==> src/rtl/bp_pkg.sv <==
`default_nettype none
// +------------------------------------------------------------------+
// | bp_pkg: shared defaults for branch_predictor_table.  Rev 1.0     |
// +------------------------------------------------------------------+
package bp_pkg;
  localparam int c_ctr_w_def  = 2;
  localparam int c_idx_w_def  = 4;
  localparam int c_hist_w_def = 4;
  localparam int c_gshare_def = 1;
  localparam int c_miss_cnt_w = 16;
endpackage : bp_pkg
`default_nettype wire

==> src/rtl/sat_counter.sv <==
`default_nettype none
// +------------------------------------------------------------------+
// | sat_counter: one predictor entry, saturating up/down counter.    |
// | Rev 1.0                                                          |
// +------------------------------------------------------------------+
module sat_counter #(
  parameter int CTR_W    = 2,
  parameter int CTR_INIT = 2**(CTR_W-1)
) (
  input  logic clk,
  input  logic rst_n,
  input  logic inc_i,
  input  logic dec_i,
  output logic msb_o
);

  localparam logic [CTR_W-1:0] c_max = '1;

  logic [CTR_W-1:0] cnt_q, cnt_d;

  always_comb begin
    cnt_d = cnt_q;
    if (inc_i && (cnt_q != c_max)) begin
      cnt_d = cnt_q + 1'b1;
    end else if (dec_i && (cnt_q != '0)) begin
      cnt_d = cnt_q - 1'b1;
    end
  end

  always_ff @(posedge clk or negedge rst_n) begin
    if (!rst_n) begin
      cnt_q <= CTR_W'(CTR_INIT);
    end else begin
      cnt_q <= cnt_d;
    end
  end

  assign msb_o = cnt_q[CTR_W-1];

endmodule : sat_counter
`default_nettype wire

==> src/rtl/branch_predictor_table.sv <==
`default_nettype none
// +------------------------------------------------------------------+
// | branch_predictor_table: gshare/bimodal direction predictor with  |
// | 1-cycle prediction latency and a mispredict counter.  Rev 1.0    |
// +------------------------------------------------------------------+
module branch_predictor_table
  import bp_pkg::*;
#(
  parameter int CTR_W    = c_ctr_w_def,
  parameter int IDX_W    = c_idx_w_def,
  parameter int HIST_W   = c_hist_w_def,
  parameter int GSHARE   = c_gshare_def,
  parameter int CTR_INIT = 2**(CTR_W-1)
) (
  input  logic                    clk,
  input  logic                    rst_n,
  input  logic                    req_valid,
  input  logic [IDX_W-1:0]        req_pc,
  output logic                    pred_valid,
  output logic                    pred_taken,
  output logic [IDX_W-1:0]        pred_idx,
  input  logic                    upd_valid,
  input  logic [IDX_W-1:0]        upd_idx,
  input  logic                    upd_taken,
  output logic [c_miss_cnt_w-1:0] mispredict_cnt
);

  localparam int c_entries = 2**IDX_W;
  // History kept at least one bit wide; it stays zero when HIST_W is 0.
  localparam int c_hw = (HIST_W > 0) ? HIST_W : 1;

  logic [c_entries-1:0]    w_msb;
  logic [IDX_W-1:0]        w_req_idx;
  logic [c_hw-1:0]         w_hist_shift;
  logic [c_hw-1:0]         hist_q, hist_d;
  logic [c_miss_cnt_w-1:0] miss_q, miss_d;
  logic                    pred_valid_q;
  logic                    pred_taken_q, pred_taken_d;
  logic [IDX_W-1:0]        pred_idx_q, pred_idx_d;

  generate
    for (genvar i = 0; i < c_entries; i++) begin : g_tbl
      sat_counter #(
        .CTR_W    (CTR_W),
        .CTR_INIT (CTR_INIT)
      ) u_ctr (
        .clk   (clk),
        .rst_n (rst_n),
        .inc_i (upd_valid && (upd_idx == IDX_W'(i)) && upd_taken),
        .dec_i (upd_valid && (upd_idx == IDX_W'(i)) && !upd_taken),
        .msb_o (w_msb[i])
      );
    end

    if ((GSHARE != 0) && (HIST_W > 0)) begin : g_gshare
      assign w_req_idx = req_pc ^ IDX_W'(hist_q);
    end else begin : g_bimodal
      assign w_req_idx = req_pc;
    end

    if (c_hw == 1) begin : g_hist_one
      assign w_hist_shift = upd_taken;
    end else begin : g_hist_many
      assign w_hist_shift = {hist_q[c_hw-2:0], upd_taken};
    end
  endgenerate

  // Counters and history update on the same edge, so reads here are pre-update.
  always_comb begin
    hist_d       = hist_q;
    miss_d       = miss_q;
    pred_taken_d = pred_taken_q;
    pred_idx_d   = pred_idx_q;
    if (upd_valid) begin
      if (HIST_W > 0) begin
        hist_d = w_hist_shift;
      end
      if ((w_msb[upd_idx] != upd_taken) && (miss_q != '1)) begin
        miss_d = miss_q + 1'b1;
      end
    end
    if (req_valid) begin
      pred_taken_d = w_msb[w_req_idx];
      pred_idx_d   = w_req_idx;
    end
  end

  always_ff @(posedge clk or negedge rst_n) begin
    if (!rst_n) begin
      hist_q       <= '0;
      miss_q       <= '0;
      pred_valid_q <= 1'b0;
      pred_taken_q <= 1'b0;
      pred_idx_q   <= '0;
    end else begin
      hist_q       <= hist_d;
      miss_q       <= miss_d;
      pred_valid_q <= req_valid;
      pred_taken_q <= pred_taken_d;
      pred_idx_q   <= pred_idx_d;
    end
  end

  assign pred_valid     = pred_valid_q;
  assign pred_taken     = pred_taken_q;
  assign pred_idx       = pred_idx_q;
  assign mispredict_cnt = miss_q;

endmodule : branch_predictor_table
`default_nettype wire

==> config.mk <==
export PLATFORM = sky130hd
export DESIGN_NAME = branch_predictor_table
export DESIGN_NICKNAME = d
export VERILOG_FILES = /design/src/rtl/bp_pkg.sv /design/src/rtl/sat_counter.sv /design/src/rtl/branch_predictor_table.sv
export SDC_FILE = /design/constraint.sdc
export NUM_CORES = 1
export LEC_CHECK = 0
export ABC_AREA = 1
export CORE_UTILIZATION = 55
export CTS_BUF_LIST = sky130_fd_sc_hd__clkbuf_8 sky130_fd_sc_hd__clkbuf_16
export DETAILED_ROUTE_END_ITERATION = 8
export HOLD_SLACK_MARGIN = 0.08
export PLACE_DENSITY = 0.89
export SETUP_SLACK_MARGIN = 0.2
export SLEW_MARGIN = 40
export SYNTH_ARGS = -nofsm -noshare
export SYNTH_HDL_FRONTEND = slang
export SYNTH_SLANG_ARGS = --single-unit
==> constraint.sdc <==
create_clock -name clk -period 3.8 [get_ports clk]
set_input_delay 0.57 -clock clk [delete_from_list [all_inputs] [get_ports clk]]
set_output_delay 0.57 -clock clk [all_outputs]
set_load 0.05 [all_outputs]
* Word level (Yosys, flattened, before mapping) *
Cells that the tools add are included.

storage, ports and cells
  register bits after elaboration = 58
  latch bits = 0
  memory bits (writable) = 0
  ROM bits = 0
  input port bits = 13
  output and inout bits = 22
  logic and storage cells = 242
  memories kept = 0

operators by class
  $add $sub $neg = 33
  multipliers = 0
  div/mod/pow operators = 0
  $lt $le $gt $ge = 2
  eq/ne operators = 33
  shift operators = 0
  multiplexer cells = 36
  bitwise operators = 1
  reduce and logical (&&, ||, !) cells = 116

operators by type and width
  kind                     count
  $logic_and A1 B1 Y1      81
  $mux W2                  32
  $reduce_bool A2 Y1       32
  $add A2 B1 Y2 const B    16
  $eq A4 B4 Y1 const B     8
  $ne A2 B2 Y1 const B     16
  $sub A2 B1 Y2 const B    16
  $add A16 B1 Y16 const B  1
  $eq A4 B3 Y1 const B     4
  $ne A16 B16 Y1 const B   1
  $lt A4 B5 Y1 const B     2
  $bmux W1 S4              2
  $eq A4 B2 Y1 const B     2
  $eq A4 B1 Y1 const B     1
  $logic_not A4 Y1         1
  $xor A4 B4 Y4            1
  $mux W1                  2
  $reduce_and A2 Y1        1
  $logic_not A1 Y1         1
  $ne A1 B1 Y1             1

* Longest topological paths before layout *
Gate-level depths: netlist of run 1.

  depth after elaboration = 6
  depth in mapped cells = 15
  depth with buffers taken out = 12

* Modules after synthesis *
A second synthesis of run 1 with hierarchy kept.

second synthesis, totals
  cell total of the unflattened synthesis = 577
  area, all modules = 3,764.9 um^2

by module, submodules not included
  module                  instances  cells an instance  area each (um^2)  sequential area each (um^2)
  branch_predictor_table  1          321                2,083.2           650.6
  sat_counter             16         16                 105.1             51.3

* Worst setup path after synthesis of run 1 *
Ideal clock, no wire load.

  path type = flip-flop to flip-flop
  from = register miss_q[0] (netlist: mispredict_cnt[0])
  to = register miss_q[12] (netlist: mispredict_cnt[12])
  library setup time = 0.120 ns
  data arrival time = 2.008 ns
  data required time = 3.680 ns
  path slack = 1.672 ns
  stages on the path, launching flop included = 10
  path buffers = 1
  period minus slack after synthesis = 2.128 ns
  path through = dfrtp_1 -> ha_1 -> nand2_1 -> nor3_2 -> nand3b_1 -> o21ai_0 -> inv_2 -> clkbuf_1 -> nand4_1 -> nand2_1

between the ends
  word-level cells in the longest chain between the ends = 3
  elaborated cells between the ends (all ways) = 4
  classes of those cells = add/sub: 1; eq/ne: 1; reduce/logical: 2

RTL lines
  what                                                     line                          RTL
  start, declared                                          branch_predictor_table.sv:36  logic [c_miss_cnt_w-1:0] miss_q, miss_d;
  start signal, assigned                                   branch_predictor_table.sv:97  miss_q <= miss_d;
  branches (longest 3 deep; another with $add A16 B1 Y16)  --

Parallel ways; which one is timed is not known.
A chain may end at the register's enable or synchronous reset.

* Final worst setup path of run 1 *
  from = input upd_idx[0]
  to = register miss_q[10] (netlist: mispredict_cnt[10])

between the ends
  word-level cells in the longest chain between the ends = 5

RTL lines
  what                                line                          RTL
  start, declared                     branch_predictor_table.sv:23  input logic [IDX_W-1:0] upd_idx,
  $bmux W1 S4                         branch_predictor_table.sv:78  if ((w_msb[upd_idx] != upd_taken) && (miss_q != '1)) begin
  $mux W1 (not written as such)       branch_predictor_table.sv:78
  $ne A1 B1 Y1                        branch_predictor_table.sv:78
  $logic_and A1 B1 Y1                 branch_predictor_table.sv:78
  $reduce_and A2 Y1 (no source line)  --

Every way passes these cells. The select of a mux whose other input is x is not followed.

==> results of run 1 <==
==> Yosys cell counts (3+ instances only) <==
| cell type | count | share of area, % |
|---|---|---|
| a21oi_1 | 12 | 1.8 |
| o21ai_0 | 60 | 9.0 |
| clkbuf_1 | 6 | 0.68 |
| xor2_1 | 9 | 2.4 |
| nor2_1 | 32 | 3.6 |
| xnor2_1 | 8 | 2.1 |
| dfrtp_1 | 42 | 32 |
| nand4_1 | 17 | 3.2 |
| o31ai_1 | 10 | 2.3 |
| nand3_1 | 21 | 3.2 |
| dfstp_2 | 16 | 13 |
| nor3_1 | 6 | 0.90 |
| nand2_1 | 158 | 18 |
| inv_1 | 36 | 4.1 |
| nand2_2 | 3 | 0.57 |
==> area by class of cell <==
class                      instances  share of cell area, %
inverter                          39                   3.73
multi-input combinational        344                   41.9
sequential                        58                   37.5
clock buffer                      10                   3.51
timing repair buffer              36                   9.00
clock inverter                     6                   2.07
tap                               72                   2.30
==> state kept, by name, summed over array words and instances (netlist names) <==
name,cells
pred_taken,1
hist_q,4
g_tbl.u_ctr.cnt_q,32
pred_idx,4
mispredict_cnt,16
pred_valid,1
==> per-layer routing <==
metal,up-vias,share of wire [%]
met4,0,2.1
li1,1556,-
met3,22,5.4
met1,1454,43
met2,112,49
met5,-,0
==> kinds of logic after synthesis <==
group                      synth area share (%)
adders and majority gates                 0.377
xor gates and xnor gates                   4.48
DFF                                        44.3
buffers and inverters                      6.29
and+or+nand+nor                            30.6
AOI/OAI and AO/OA                          14.0
==> power by group through the flow <==
stage / combinational [mW] / sequential, mW / clock, mW
3_3_place_gp: 0.532 / 0.888 / 0
3_5_place_dp: 0.556 / 0.900 / 0
5_1_grt: 0.625 / 0.912 / 0.669
6_report: 0.558 / 0.896 / 0.626
2_1_floorplan: 0.300 / 0.976 / 0
4_1_cts: 0.561 / 0.892 / 0.631
==> per-stage QoR <==
step / instances / util [%] / instance area [um^2]
finish: 565 / 69.1 / 3920
floorplan: 452 / - / 3320
global route: 565 / 69.1 / 3920
detailed placement: 549 / 65.2 / 3700
CTS: 565 / 69.1 / 3920
global placement: 549 / 65.2 / 3700
==> worst reg2reg max path, stage by stage, from the launching register on <==
cell and delay [ns]:
dfrtp_1 0.42, ha_1 0.22, nand2_1 0.09, nor3_2 0.33, nand3b_1 0.14, o21ai_0 0.22
inv_2 0.18, nand3_4 0.23, nand2_1 0.08, nand2_1 0.08
==> how the worst max path moves through the flow <==
| stage | to | cells past startpoint |
|---|---|---|
| final | mispredict_cnt[10] | 12 |
| after global routing | mispredict_cnt[8] | 12 |
| after CTS | mispredict_cnt[10] | 12 |
| after detailed placement | mispredict_cnt[10] | 12 |
| after global placement | mispredict_cnt[0] | 12 |
| after floorplan | mispredict_cnt[12] | 9 |
==> impl_metrics.yaml, run 1 <==
critical_path:
  cp-end-kind: "register"
  crit_slowest_cell: "clkdlybuf4s50_1"
  critPathLaunchType: "input pin"
  arrival_ns: 2.69
  worst_r2r_path_depth: 9
  r2r_slack_ns: 1.76
  cpMostUsedCell: "nand2_1"
  crit_path_start: "upd_idx[0]"
  timing.rr.start: "mispredict_cnt[0]"
  required_ns: 4.02
  crit_family: "simple AND/OR/NAND/NOR gates"
  reg2reg_to: "mispredict_cnt[10]"
  crit_type: "input pin to register"
  path_cells: "clkdlybuf4s50_1 > inv_2 > nand2_1 > nand2_1 > nand2_1 > nand2_1 > nand2_1 > nand2_2 > o21ai_4 > nand3_4 > nand2_1 > nand2_1"
  cpPeakStageDelay_ns: 0.66
  crit_buf_inv: 2
  crit_fanout: 17
synthesis:
  async_flop_share_pct: 100
  synthFlopType: "dfrtp_1"
  ys_seq_area_share_pct: 44.3
  netlist_area_um2: 3320
  synth_edf_count: 0
  ys_types: 26
  syn_inst: 452
  postSynthAreaPerCell_um2: 7.35
  synth_seq_cells: 58
  synth-warning-count: 0
  syn-num-nets: 466
global_routing:
  antenna_found_initial: 0
  grt_use_total_pct: 26.1
  groute.layer.met1.usage_pct: 32.7
  busiest_layer: "met2"
  use_met2_pct: 43.9
  gr-total-overflow: 0
  grt_pass1_vias: 2896
  grt_max_degree: 44
  grt_pass1_wl_um: 12800
  met3_usage_pct: 4.80
floorplanning:
  dieArea_um2: 6350
  io-pin-count: 35
  initial_utilization_pct: 58.5
  die_h_um: 79.7
  die_width_um: 79.7
  core_um2: 5680
  fp-row-count: 27
timing:
  final-setup-viol-count: 0
  fin_hold_ws_ns: 0.201
  max_clock_freq_mhz: 405
  hold_viol: 0
  tightest_slew_ns: 0.663
  rsz0062_at_grt: "false"
  setup_slack_ns: 1.33
  period_needed_ns: 2.47
  maxSlewHeadroom_pct: 55.5
  final_max_slew_viol_count: 0
  finalCritPeriodShare_pct: 65.0
  finalClockSkew_ns: 0.00897
  finalSetupTns_ns: 0
routing:
  drt-pass1-iter-count: 6
  first_iter_violations: 296
  ant_nets: 0
  vias: 3144
  routedWlPerCell_um: 13.4
  routed_wl_um: 7550
  via_per_inst: 5.56
  drc_errors: 0
outcome:
  status: "finished, final reports clean"
cts:
  cts_buffers: 9
  cts-htree-levels: 3
  path_clk_slew_ns: 0.07
  insertion_delay_ns: 0.33
  ctsHoldBuffers: 0
  cts.sinks: 58
  cts_tree: "yes"
  cts-resized-gates: 0
  clock_path_buffers: 2
  cts_root_buf: "clkbuf_8"
  postCtsSetupBuffers: 0
final_layout:
  final_common_cell: "nand2_1"
  diodes: 0
  regArea_um2: 1470
  nets: 502
  fill_cells: 439
  final_cell_mix: "nand2_1 (158), o21ai_0 (60), dfrtp_1 (42)"
  drive_above_1_share_pct: 8.52
  syn_to_final_growth_pct: 18.0
  multi_input_area_um2: 1640
flow_run:
  cap_violations: 0
power_and_ir_drop:
  power.switching_mw: 0.735
  p_clk_share_pct: 30.1
  p_int_mw: 1.35
  power_mw: 2.08
  seqPwrFrac_pct: 43.1
  swShare_pct: 35.3
  power-per-cell-area_nw_per_um2: 530
  cellLeakagePower_nw: 1.73
  peakVddDrop_uv: 526
  share_comb_of_total_power_pct: 26.8
placed_design:
  dpl.hpwl_um: 5320
  pre_cts_slack_ns: 0.989
  io_buffers: 34
  place_congestion: 0.893
worst_hold_path:
  hp-class: "input pin to asynchronous set/reset pin"
(Power assumes the default switching activity.)
==> run 2, diff against run 1 <==
- CORE_UTILIZATION: 55 -> 51
- PLACE_DENSITY: 0.89 -> 0.87
- clock period: 3.8 -> 2.07 ns (I/O delays scaled with it)
==> impl_metrics.yaml, run 2 (synthesized netlist as in run 1, its figures left out) <==
timing:
  finalSetupTns_ns: 0
  maxSlewHeadroom_pct: 63.5
  final_max_slew_viol_count: 0
  hold_viol: 0
  period_needed_ns: 1.82
  tightest_slew_ns: 0.547
  setup_slack_ns: 0.254
  finalClockSkew_ns: 0.0102
  max_clock_freq_mhz: 551
  rsz0062_at_grt: "false"
  final-setup-viol-count: 0
  finalCritPeriodShare_pct: 87.7
cts:
  cts_tree: "yes"
  cts-htree-levels: 3
  cts.sinks: 58
  path_clk_slew_ns: 0.07
  cts_buffers: 9
  postCtsSetupBuffers: 0
  clock_path_buffers: 2
  cts_root_buf: "clkbuf_8"
  insertion_delay_ns: 0.35
power_and_ir_drop:
  p_int_mw: 2.43
  p_clk_share_pct: 28.5
  peakVddDrop_uv: 698
  cellLeakagePower_nw: 1.90
  seqPwrFrac_pct: 43.4
  swShare_pct: 36.2
  power_mw: 3.81
  share_comb_of_total_power_pct: 28.1
  power.switching_mw: 1.38
  power-per-cell-area_nw_per_um2: 936
critical_path:
  required_ns: 1.76
  timing.rr.start: "mispredict_cnt[0]"
  path_cells: "clkdlybuf4s50_1"
  reg2reg_to: "mispredict_cnt[13]"
  crit_fanout: 2
  crit_family: "buffers and inverters"
  worst_r2r_path_depth: 9
  arrival_ns: 1.51
  critPathLaunchType: "register"
  r2r_slack_ns: 0.36
  crit_buf_inv: 1
  cp-end-kind: "output port"
  crit_slowest_cell: "clkdlybuf4s50_1"
  crit_type: "register to output port"
  cpPeakStageDelay_ns: 0.80
final_layout:
  drive_above_1_share_pct: 12.4
  regArea_um2: 1480
  largest_reg_flops: 32
  syn_to_final_growth_pct: 22.5
  final_common_cell: "nand2_1"
  fill_cells: 506
  top_register: "g_tbl.u_ctr.cnt_q"
  multi_input_area_um2: 1680
  nets: 518
  final_cell_mix: "nand2_1 (158), o21ai_0 (59), inv_1 (38)"
  fin_cells: 586
  diodes: 0
floorplanning:
  dieArea_um2: 6840
  fp-row-count: 29
  io-pin-count: 35
  initial_utilization_pct: 52.6
  die_h_um: 82.7
  die_width_um: 82.7
  core_um2: 6310
placed_design:
  dpl.hpwl_um: 5770
  io_buffers: 34
  pre_cts_slack_ns: 0.0462
  place_congestion: 0.933
  dp_cells: 568
routing:
  first_iter_violations: 142
  drc_errors: 0
  ant_nets: 0
  routedWlPerCell_um: 13.7
  drt-pass1-iter-count: 5
  routed_wl_um: 8020
  vias: 3216
  via_per_inst: 5.49
global_routing:
  grt_pass1_vias: 2930
  grt_pass1_wl_um: 13000
  grt_max_degree: 37
  antenna_found_initial: 0
  grt_use_total_pct: 25.5
  gr-total-overflow: 0
outcome:
  status: "finished, final reports clean"
worst_hold_path:
  hp-class: "input pin to asynchronous set/reset pin"
flow_run:
  cap_violations: 0
-- run 2: cell count changes in the layout (fill, tap and decap cells not counted), moves of 2 or more --
cell,before,now
buf_4,3,15
dlygate4sd2_1,0,15
dlymetal6s2s_1,0,2
clkdlybuf4s50_1,33,16
dfrtp_2,0,5
clkbuf_8,10,12
dfrtp_1,42,37
-- run 2: timing repair --
| item | in CTS | in global routing |
|---|---|---|
| pin swaps | 0 | 1 |
| resized for setup | 15 | 5 |
| gates cloned | 0 | 1 |
| hold buffers | 1 | 0 |
| endpoints found under the setup margin | 15 | 18 |
| endpoints found under the hold margin | 14 | 0 |
-- run 2: worst max-delay path by stage --
stage | from | to | slack, ns | depth (start not counted)
global route | pred_idx[2] | pred_idx[2] | 0.20 | 1
global placement | upd_idx[0] | mispredict_cnt[0] | 0.10 | 13
floorplan | mispredict_cnt[0] | mispredict_cnt[13] | 0.22 | 9
detailed placement | upd_idx[0] | mispredict_cnt[1] | 0.05 | 13
CTS | pred_idx[0] | pred_idx[0] | 0.22 | 1
finish | pred_idx[1] | pred_idx[1] | 0.25 | 1
-- run 2: cell type report --
| cell class | instances | area share [%] |
|---|---|---|
| inverter | 39 | 3.66 |
| clock buffer | 12 | 4.06 |
| tap | 77 | 2.37 |
| multi-input combinational | 345 | 41.2 |
| sequential | 58 | 36.3 |
| clock inverter | 4 | 1.05 |
| timing repair buffer | 51 | 11.4 |
-- run 2: stage by stage --
stage	area, um^2	util, %	hold slack (ns)
6_report	4070	64.5	0.482
5_1_grt	4070	64.5	0.481
4_1_cts	4040	64.0	0.476
3_5_place_dp	3840	60.9	0.320
3_3_place_gp	3840	60.9	0.322
2_1_floorplan	3340	-	0.0149
-- run 2: power by group through the flow --
stage	Sequential, mW	Clock (mW)	Combinational, mW
finish	1.65	1.09	1.07
global route	1.69	1.17	1.19
CTS	1.65	1.10	1.07
detailed placement	1.67	0	1.08
global placement	1.65	0	1.02
floorplan	1.81	0	0.557
-- run 2: per-layer routing --
metal	track usage (%)	part of all wire, %
met1	29.6	43
met2	43.8	49
met3	5.16	5.0
met4	13.8	2.6
met5	0	0
==> run 3, diff against run 2 <==
- CORE_ASPECT_RATIO: not set -> 0.9
==> impl_metrics.yaml, run 3 (synthesized netlist as in run 1, its figures left out) <==
flow_run:
  cap_violations: 0
routing:
  via_per_inst: 5.37
  routedWlPerCell_um: 13.4
  ant_nets: 0
  routed_wl_um: 7970
  vias: 3195
  first_iter_violations: 225
  drc_errors: 0
  drt-pass1-iter-count: 5
critical_path:
  required_ns: 1.76
  arrival_ns: 1.51
  crit_family: "buffers and inverters"
  path_cells: "clkdlybuf4s50_1"
  critPathLaunchType: "register"
  crit_type: "register to output port"
  crit_path_start: "pred_idx[3]"
  crit_buf_inv: 1
  crit_slowest_cell: "clkdlybuf4s50_1"
  cpPeakStageDelay_ns: 0.81
  timing.rr.start: "mispredict_cnt[0]"
  worst_r2r_path_depth: 9
  r2r_slack_ns: 0.41
  cp-end-kind: "output port"
  crit_fanout: 2
  reg2reg_to: "mispredict_cnt[6]"
worst_hold_path:
  whs_endpoint: "pred_valid"
  min_path_cells: 1
  hp-class: "input pin to register"
  worstHoldStart: "req_valid"
final_layout:
  final_area_um2: 4050
  final_common_cell: "nand2_1"
  nets: 517
  final_cell_mix: "nand2_1 (158), o21ai_0 (59), inv_1 (38)"
  diodes: 0
  top_register: "g_tbl.u_ctr.cnt_q"
  fin_cells: 595
  fin_util_pct: 65.2
  drive_above_1_share_pct: 12.6
  largest_reg_flops: 32
  syn_to_final_growth_pct: 22.0
timing:
  finalClockSkew_ns: 0.00713
  rsz0062_at_grt: "false"
  tightest_slew_ns: 0.537
  final-setup-viol-count: 0
  hold_viol: 0
  finalCritPeriodShare_pct: 87.8
  final_max_slew_viol_count: 0
  max_clock_freq_mhz: 550
  maxSlewHeadroom_pct: 63.9
  period_needed_ns: 1.82
  finalSetupTns_ns: 0
power_and_ir_drop:
  p_int_mw: 2.27
  power_mw: 3.64
  power-per-cell-area_nw_per_um2: 897
  p_clk_share_pct: 25.2
  cellLeakagePower_nw: 1.89
  peakVddDrop_uv: 564
  power.switching_mw: 1.36
  share_comb_of_total_power_pct: 29.3
  seqPwrFrac_pct: 45.5
  swShare_pct: 37.5
cts:
  cts_root_buf: "clkbuf_8"
  cts_buffers: 9
  cts_tree: "yes"
  cts-htree-levels: 3
  insertion_delay_ns: 0.34
  cts.sinks: 58
  path_clk_slew_ns: 0.06
  clock_path_buffers: 2
floorplanning:
  io-pin-count: 35
  dieArea_um2: 6840
  initial_utilization_pct: 53.4
  die_width_um: 87.1
  fp-row-count: 27
  die_h_um: 78.6
  core_um2: 6220
global_routing:
  grt_pass1_vias: 3156
  grt_max_degree: 59
  grt_use_total_pct: 26.4
  gr-total-overflow: 0
  grt_pass1_wl_um: 14100
  antenna_found_initial: 0
placed_design:
  place_congestion: 0.933
  place_area_um2: 3850
  io_buffers: 34
  dp_cells: 577
  dpl.hpwl_um: 5680
outcome:
  status: "finished, final reports clean"
run 3: cell types whose count changed in the layout (fill, tap and decap cells not counted), sizes merged:
cell	previous run	this run
buf	17	16
bufinv	1	0
clkbuf	12	11
clkinv	2	4
run 3: how the worst max path moves through the flow:
stage,to,slack [ns],cells past startpoint
final,pred_idx[3],0.25,1
after global routing,pred_idx[3],0.21,1
after CTS,mispredict_cnt[9],0.21,1
after detailed placement,mispredict_cnt[3],0.04,13
after global placement,mispredict_cnt[2],0.09,13
after floorplan,mispredict_cnt[13],0.22,9
run 3: timing repair:
item | CTS | global route
endpoints found under the setup margin | 15 | 18
cloned | 0 | 1
hold buffers | 1 | 0
gates resized for setup | 15 | 8
buffers inserted | 0 | 0
pin swaps | 0 | 1
hold endpoints to repair | 42 | 0
run 3: power groups by stage:
stage / registers (mW) / clock network [mW] / logic (mW)
finish: 1.65 / 0.917 / 1.07
global route: 1.69 / 0.979 / 1.20
CTS: 1.65 / 0.937 / 1.05
detailed placement: 1.67 / 0 / 1.07
global placement: 1.65 / 0 / 1.02
floorplan: 1.81 / 0 / 0.557
run 3: through the flow:
step / hold WS (ns) / setup WS, ns
floorplan: 0.0149 / 0.219
global placement: 0.335 / 0.0914
detailed placement: 0.340 / 0.0435
CTS: 0.476 / 0.210
global route: 0.501 / 0.210
finish: 0.480 / 0.252
run 3: area by class of cell:
| type | instances | area (um^2) |
|---|---|---|
| Clock buffer | 11 | 151 |
| Clock inverter | 5 | 22.5 |
| Fill cell | 538 | 2160 |
| Inverter | 39 | 149 |
| Multi-Input combinational cell | 345 | 1680 |
| Sequential cell | 58 | 1480 |
| Tap cell | 87 | 109 |
| Timing Repair Buffer | 50 | 460 |
run 3: metal layers:
metal  GRT usage [%]  share of wire (%)  vias up  routed length [um]
met2            42.9                 48       90                3820
met3            5.78                4.9       13                 391
met4            10.7                1.5        0                 123
li1                -                  -     1598                   -
met5               0                  0        -                   0
met1            34.0                 46     1494                3640
